File: config.mk
export PLATFORM = sky130hd
export DESIGN_NAME = l2_port_arbiter
export DESIGN_NICKNAME = d
export VERILOG_FILES = /design/src/rtl/l2_port_arbiter.sv
export SDC_FILE = /design/constraint.sdc
export NUM_CORES = 1
export LEC_CHECK = 0
export ABC_AREA = 1
export ABC_CLOCK_PERIOD_IN_PS = 3790
export CAP_MARGIN = 10
export CORE_AREA = 2 2 168 170
export CTS_BUF_LIST = sky130_fd_sc_hd__clkbuf_4 sky130_fd_sc_hd__clkbuf_8
export DETAILED_ROUTE_END_ITERATION = 6
export DIE_AREA = 0 0 170 172
export GPL_ROUTABILITY_DRIVEN = 0
export GPL_TIMING_DRIVEN = 1
export SETUP_SLACK_MARGIN = 0.2
export SLEW_MARGIN = 15
export SYNTH_ARGS = -nofsm -noshare
export SYNTH_HDL_FRONTEND = slang
export SYNTH_SLANG_ARGS = --single-unit
File: constraint.sdc
create_clock -name aclk -period 3.79 [get_ports aclk]
set_input_delay 0.758 -clock aclk [delete_from_list [all_inputs] [get_ports aclk]]
set_output_delay 0.758 -clock aclk [all_outputs]
set_load 0.01 [all_outputs]
File: src/rtl/l2_port_arbiter.sv
// Round-robin arbiter sharing one AXI4-Lite master port to L2 between NUM_REQ L1
// controllers; one single-beat read or write in flight, granted lane passed through.
module l2_port_arbiter #(
    parameter int C_AXI_ADDR_WIDTH = 32,
    parameter int C_AXI_DATA_WIDTH = 32,
    parameter int NUM_REQ          = 2
) (
    input  logic                                  aclk,
    input  logic                                  aresetn,

    input  logic [NUM_REQ*C_AXI_ADDR_WIDTH-1:0]   s_axi_awaddr,
    input  logic [NUM_REQ-1:0]                    s_axi_awvalid,
    output logic [NUM_REQ-1:0]                    s_axi_awready,
    input  logic [NUM_REQ*C_AXI_DATA_WIDTH-1:0]   s_axi_wdata,
    input  logic [NUM_REQ-1:0]                    s_axi_wvalid,
    output logic [NUM_REQ-1:0]                    s_axi_wready,
    output logic [NUM_REQ*2-1:0]                  s_axi_bresp,
    output logic [NUM_REQ-1:0]                    s_axi_bvalid,
    input  logic [NUM_REQ-1:0]                    s_axi_bready,
    input  logic [NUM_REQ*C_AXI_ADDR_WIDTH-1:0]   s_axi_araddr,
    input  logic [NUM_REQ-1:0]                    s_axi_arvalid,
    output logic [NUM_REQ-1:0]                    s_axi_arready,
    output logic [NUM_REQ*C_AXI_DATA_WIDTH-1:0]   s_axi_rdata,
    output logic [NUM_REQ*2-1:0]                  s_axi_rresp,
    output logic [NUM_REQ-1:0]                    s_axi_rvalid,
    input  logic [NUM_REQ-1:0]                    s_axi_rready,

    output logic [C_AXI_ADDR_WIDTH-1:0]           m_axi_awaddr,
    output logic                                  m_axi_awvalid,
    input  logic                                  m_axi_awready,
    output logic [C_AXI_DATA_WIDTH-1:0]           m_axi_wdata,
    output logic                                  m_axi_wvalid,
    input  logic                                  m_axi_wready,
    input  logic [1:0]                            m_axi_bresp,
    input  logic                                  m_axi_bvalid,
    output logic                                  m_axi_bready,
    output logic [C_AXI_ADDR_WIDTH-1:0]           m_axi_araddr,
    output logic                                  m_axi_arvalid,
    input  logic                                  m_axi_arready,
    input  logic [C_AXI_DATA_WIDTH-1:0]           m_axi_rdata,
    input  logic [1:0]                            m_axi_rresp,
    input  logic                                  m_axi_rvalid,
    output logic                                  m_axi_rready,

    output logic [NUM_REQ-1:0]                    grant,
    output logic                                  busy
);

    localparam int AW = C_AXI_ADDR_WIDTH;
    localparam int DW = C_AXI_DATA_WIDTH;
    localparam int N  = NUM_REQ;
    localparam int IW = $clog2(NUM_REQ);

    localparam logic [2:0] S_IDLE  = 3'd0;
    localparam logic [2:0] S_WR_AW = 3'd1;
    localparam logic [2:0] S_WR_W  = 3'd2;
    localparam logic [2:0] S_WR_B  = 3'd3;
    localparam logic [2:0] S_RD_AR = 3'd4;
    localparam logic [2:0] S_RD_R  = 3'd5;

    logic [2:0]    state;
    logic [2:0]    state_nxt;
    logic [IW-1:0] gnt_idx;
    logic [IW-1:0] rr_ptr;
    logic [N-1:0]  grant_q;

    logic [N-1:0]  req;
    logic [IW-1:0] win_idx;
    logic          win_found;
    logic [IW:0]   idx_sum;

    assign req = s_axi_awvalid | s_axi_arvalid;

    // Scan from furthest to nearest so the first requester after rr_ptr is the last
    // assignment and therefore the winner.
    always_comb begin
        win_idx   = '0;
        win_found = 1'b0;
        idx_sum   = '0;
        for (int k = N; k >= 1; k--) begin
            idx_sum = {1'b0, rr_ptr} + (IW+1)'(k);
            if (idx_sum >= (IW+1)'(N))
                idx_sum = idx_sum - (IW+1)'(N);
            if (req[idx_sum[IW-1:0]]) begin
                win_idx   = idx_sum[IW-1:0];
                win_found = 1'b1;
            end
        end
    end

    always_comb begin
        state_nxt = state;
        case (state)
            S_IDLE: begin
                // Write beats read for the same requester; its read re-arbitrates later.
                if (win_found)
                    state_nxt = s_axi_awvalid[win_idx] ? S_WR_AW : S_RD_AR;
            end
            S_WR_AW: if (m_axi_awvalid && m_axi_awready) state_nxt = S_WR_W;
            S_WR_W:  if (m_axi_wvalid && m_axi_wready)   state_nxt = S_WR_B;
            S_WR_B:  if (m_axi_bvalid && m_axi_bready)   state_nxt = S_IDLE;
            S_RD_AR: if (m_axi_arvalid && m_axi_arready) state_nxt = S_RD_R;
            S_RD_R:  if (m_axi_rvalid && m_axi_rready)   state_nxt = S_IDLE;
            default: state_nxt = S_IDLE;
        endcase
    end

    // NOTE: reset is asynchronous so every valid/ready output, all decoded from state,
    // drops the moment aresetn falls, even mid-transaction.
    always_ff @(posedge aclk or negedge aresetn) begin
        if (!aresetn) begin
            state   <= S_IDLE;
            gnt_idx <= '0;
            grant_q <= '0;
            rr_ptr  <= IW'(N-1);
        end else begin
            state <= state_nxt;
            if (state == S_IDLE && win_found) begin
                gnt_idx <= win_idx;
                grant_q <= {{(N-1){1'b0}}, 1'b1} << win_idx;
            end else if (state != S_IDLE && state_nxt == S_IDLE) begin
                rr_ptr  <= gnt_idx;
                grant_q <= '0;
            end
        end
    end

    // NOTE: every output gets a default before the case so no latch is inferred.
    always_comb begin
        s_axi_awready = '0;
        s_axi_wready  = '0;
        s_axi_bvalid  = '0;
        s_axi_arready = '0;
        s_axi_rvalid  = '0;
        m_axi_awaddr  = '0;
        m_axi_awvalid = 1'b0;
        m_axi_wdata   = '0;
        m_axi_wvalid  = 1'b0;
        m_axi_bready  = 1'b0;
        m_axi_araddr  = '0;
        m_axi_arvalid = 1'b0;
        m_axi_rready  = 1'b0;
        case (state)
            S_WR_AW: begin
                m_axi_awaddr           = s_axi_awaddr[gnt_idx*AW +: AW];
                m_axi_awvalid          = s_axi_awvalid[gnt_idx];
                s_axi_awready[gnt_idx] = m_axi_awready;
            end
            S_WR_W: begin
                m_axi_wdata           = s_axi_wdata[gnt_idx*DW +: DW];
                m_axi_wvalid          = s_axi_wvalid[gnt_idx];
                s_axi_wready[gnt_idx] = m_axi_wready;
            end
            S_WR_B: begin
                s_axi_bvalid[gnt_idx] = m_axi_bvalid;
                m_axi_bready          = s_axi_bready[gnt_idx];
            end
            S_RD_AR: begin
                m_axi_araddr           = s_axi_araddr[gnt_idx*AW +: AW];
                m_axi_arvalid          = s_axi_arvalid[gnt_idx];
                s_axi_arready[gnt_idx] = m_axi_arready;
            end
            S_RD_R: begin
                s_axi_rvalid[gnt_idx] = m_axi_rvalid;
                m_axi_rready          = s_axi_rready[gnt_idx];
            end
            default: ;
        endcase
    end

    // Response payloads are broadcast; only the valids are steered to the owner.
    assign s_axi_rdata = {N{m_axi_rdata}};
    assign s_axi_rresp = {N{m_axi_rresp}};
    assign s_axi_bresp = {N{m_axi_bresp}};

    assign grant = grant_q;
    assign busy  = (state != S_IDLE);

endmodule

======== Word level (Yosys, flattened, before mapping) ========
Index checks and enable logic that the tools add are counted.
operators by class
  shift-type cells ........................ 4
  reduce and logical (&&, ||, !) cells .... 13
  mux-type cells .......................... 47
  $mul .................................... 0
  div/mod/pow operators ................... 0
  eq/ne operators ......................... 5
  add/sub/neg operators ................... 4
  magnitude comparators ................... 7
  bitwise operators ....................... 7
operator list
  kind                                                                           number
  64-bit by 7-bit variable part select with 32-bit output                        3
  32-bit two-way mux                                                             3
  1-bit two-way mux                                                              28
  3-bit two-way mux                                                              7
  3-bit case mux with 6 select lines                                             1
  2-bit two-way mux                                                              7
  2-bit AND                                                                      5
  1-bit logical AND                                                              8
  1-bit by 2-bit less-than comparator with 1-bit output (second input constant)  4
  3-bit by 2-bit == test with 1-bit output (second input constant)               2
  3-bit == test (second input constant)                                          2
  3-bit logical NOT                                                              2
  2-bit greater-or-equal comparator (second input constant)                      2
  3-bit by 1-bit == test with 1-bit output (second input constant)               1
  3-bit nonzero test                                                             1
  1-bit by 1-bit adder with 2-bit output (second input constant)                 1
  1-bit by 2-bit adder with 2-bit output (second input constant)                 1
  2-bit bitwise OR                                                               1
  2-bit AND reduction                                                            1
  2-bit nonzero test                                                             1
  1-bit by 1-bit << shifter with 2-bit output (first input constant)             1
  1-bit subtractor (second input constant)                                       2
  1-bit demux with 1-bit select                                                  1
  1-bit greater-or-equal comparator (second input constant)                      1
  1-bit inverter                                                                 1
word-level totals
  register bits after elaboration ......... 7
  memories ................................ 0
  memory bits (writable) .................. 0
  output and inout bits ................... 186
  input bits .............................. 245
  latch bits .............................. 0
  bits in read-only memories .............. 0
  word-level logic and storage cells ...... 91

======== Longest topological paths before layout ========
  word-level depth ........................ 16
  depth in mapped cells ................... 13

======== Worst setup path before layout ========
No wires, ideal clock.
  path kind ............................... reg2out
  from .................................... register state[1]
  to ...................................... output m_axi_araddr[10]
  setup slack ............................. 1.858 ns
  path buffers ............................ 1
  arrival time ............................ 1.174 ns
  cell stages (with the launch flop) ...... 7
  required time ........................... 3.032 ns
  cells stage by stage .................... dfrtp_1 > inv_2 > nand2_1 > nor2_1 > inv_2 > clkbuf_1 > a21oi_1
on the way
  word-level cells in the longest chain between the ends .. 2
RTL lines
  item                    RTL line  text
  start, declared         61        logic [2:0] state;
  start signal, assigned  117       state <= state_nxt;
  3-bit == test           143       case (state)
  32-bit two-way mux      143
  end, declared           37        output logic [C_AXI_ADDR_WIDTH-1:0] m_axi_araddr,
No other way between the ends.

======== Final worst setup path ========
  from .................................... register state[2]
  to ...................................... output m_axi_wdata[23]
on the way
  word-level cells in the longest chain between the ends .. 2
RTL lines
  item                                      RTL line  text
  3-bit by 2-bit == test with 1-bit output  143
  32-bit two-way mux                        143
  end, declared                             31        output logic [C_AXI_DATA_WIDTH-1:0] m_axi_wdata,
No other way between the ends.

==> impl_metrics.ini <==
[outcome]
status = completed

[layout]
diodes = 0
syn_to_final_growth_pct = 123.1
final_common_cell = clkdlybuf4s50_1
final_cell_mix = 322 x clkdlybuf4s50_1, 222 x nand2_1, 99 x a21oi_1
drive_gt1_share_pct = 4.658
nets = 976

[critical_path]
crit_required_ns = 3.03
cpPeakStageDelay_ns = 0.62
crit_path_end_kind = output port
crit_chain = inv_2 -> nand3_2 -> a21oi_1 -> clkdlybuf4s50_1
cp-start-kind = flip-flop
critPathMaxFanout = 25
criticalPathCategory = flip-flop to output port
critPathArrivalTime_ns = 2.30
critPathSlowestCell = clkdlybuf4s50_1

[timing]
timing.setup.tns_ns = 0
hold_ws_ns = 0.4769
period_needed_ns = 3.059
maxSlewViolCount = 0
rsz0062_at_grt = no
setup_violations = 0
tightest_slew_ns = 0.6354
maxSlewHeadroom_pct = 57.64
fin_ws_ns = 0.7310
fin_crit_sh_pct = 80.71
hold_viol = 0
fmax_ghz = 0.3269
skew_ns = 0.001997

[route]
routed_wl_mm = 14.43
drt-vias-per-instance = 3.642
vias = 3919
ant_nets = 0
drtIter0Drc = 115
dr.pass1.iters = 4
drc_errors = 0
wl_per_cell_um = 13.41

[placement]
port_buffers = 322
place_worst_setup_slack_ns = 0.7108
dp_hpwl_mm = 11.94

[synthesis]
ys_ff_latch = 7
synth_nets = 744
synth_edf_count = 0
avgSynthCellArea_sq_um = 5.050
syn_inst = 499
synth_warnings = 0
netlist_area_sq_um = 2520
synth-main-ff-cell = dfrtp_1
synth_cell_types = 22
synth_async_sr_flop_share_pct = 100.0
seq_area_frac_synth_pct = 7.001

[grt]
antenna_found_initial = 0
grt_usage_pct = 8.366
grt_pass1_wl_mm = 19.06
grt_start_max_net_pins = 109
grt_pass1_vias = 3577
grt_overflow_total = 0

[hold_path]
hp-class = flip-flop to flip-flop

[floorplan]
start_util_pct = 9.171
core_area_sq_um = 27480
pin_count = 431
die-height_um = 172
die_w_um = 170
die-area_sq_um = 29240
rows = 61

[clocking]
clock-sinks = 7
cts_tree = done
cts.repair.resized = 0
holdBufCountCts = 0
cts_buffers = 3
clk_pin_slew_ns = 0.04
postCtsSetupRepairBufs = 0
cts_buffer_depth = 2
clock_latency_ns = 0.23
htreeDepth = 1
clock-root-buffer = clkbuf_8

[pwr]
ir_drop_v = 0.0003166
pwr-share-seq_pct = 6.1
combinationalPowerShare_pct = 89.3
power.internal_mw = 1.148
power.density_nw_per_um2 = 425.5
p_sw_mw = 1.244
p_leak_nw = 2.201
switching_share_pct = 52.00
clkPwrFrac_pct = 4.7

[job]
drv_cap = 0
cell type report:
class	count	area, sq um
well taps	346	432.9
inverters	24	95.09
clock buffers	4	48.80
multi-input cells	364	1563
flip-flops and latches	7	180.2
repair buffers	331	3303
fillers	3113	21850
state kept, by name (all words and copies together) (netlist names):
name / flops
gnt_idx: 1
grant: 2
rr_ptr: 1
state: 3
cell usage after synthesis (3+ instances only):
cell type	n	area share, %
a21oi_1	99	20
buf_2	18	3.6
buf_4	72	21
clkbuf_1	13	1.9
dfrtp_1	6	6.0
inv_1	16	2.4
inv_2	7	1.0
nand2_1	222	33
nand2_2	4	0.99
nand3_1	10	2.0
nor2_1	10	1.5
nor2_2	3	0.74
nor3_1	8	1.6
worst paths after layout:
check / from / endpoint / slack [ns] / depth (start not counted)
worst max-delay path: state[2] / m_axi_wdata[23] / 0.73 / 4
worst min-delay path: rr_ptr / rr_ptr / 0.48 / 2
worst max register to register: gnt_idx / grant[1] / 1.67 / 13
worst min register to register: rr_ptr / rr_ptr / 0.48 / 2
max in group asynchronous: aresetn / rr_ptr / 2.66 / 1
min in group asynchronous: aresetn / grant[1] / 0.82 / 1
power by group through the flow:
stage / Combinational, mW / Sequential [mW] / Clock [mW]
2_1_floorplan: 1.19 / 0.137 / 0
3_3_place_gp: 2.15 / 0.146 / 0
3_5_place_dp: 2.16 / 0.147 / 0
4_1_cts: 2.17 / 0.146 / 0.115
5_1_grt: 2.34 / 0.151 / 0.121
6_report: 2.14 / 0.145 / 0.111
kinds of logic after synthesis:
group	synth area share, %
DFF	7.001
and+or+nand+nor	41.21
AOI/OAI and AO/OA	20.61
buffers and inverters	31.18
routing by layer:
metal / part of all wire, % / wire (um) / track usage (%) / vias to the layer above
met4: 2.9 / 423 / 2.824 / 0
met5: 0 / 0 / 0 / -
li1: - / - / - / 1966
met3: 11 / 1576 / 2.564 / 36
met1: 37 / 5321 / 8.492 / 1668
met2: 49 / 7111 / 16.20 / 249
stage by stage:
stage | power (mW) | utilization, % | std cells | cell area (sq um)
floorplan | 1.331 | - | 499 | 2520
global placement | 2.295 | 20.29 | 1072 | 5574
detailed placement | 2.307 | 20.29 | 1072 | 5574
CTS | 2.431 | 20.46 | 1076 | 5623
global route | 2.608 | 20.46 | 1076 | 5623
finish | 2.393 | 20.46 | 1076 | 5623
critical path, delay by kind of cell, from the launching register on:
family                 cells  cell delay (ns)
and+or+nand+nor            1             0.47
buffers and inverters      2             0.73
AOI/OAI and AO/OA          1             0.47
DFF                        1             0.38
No activity file was read; power rests on OpenSTA's default activity.
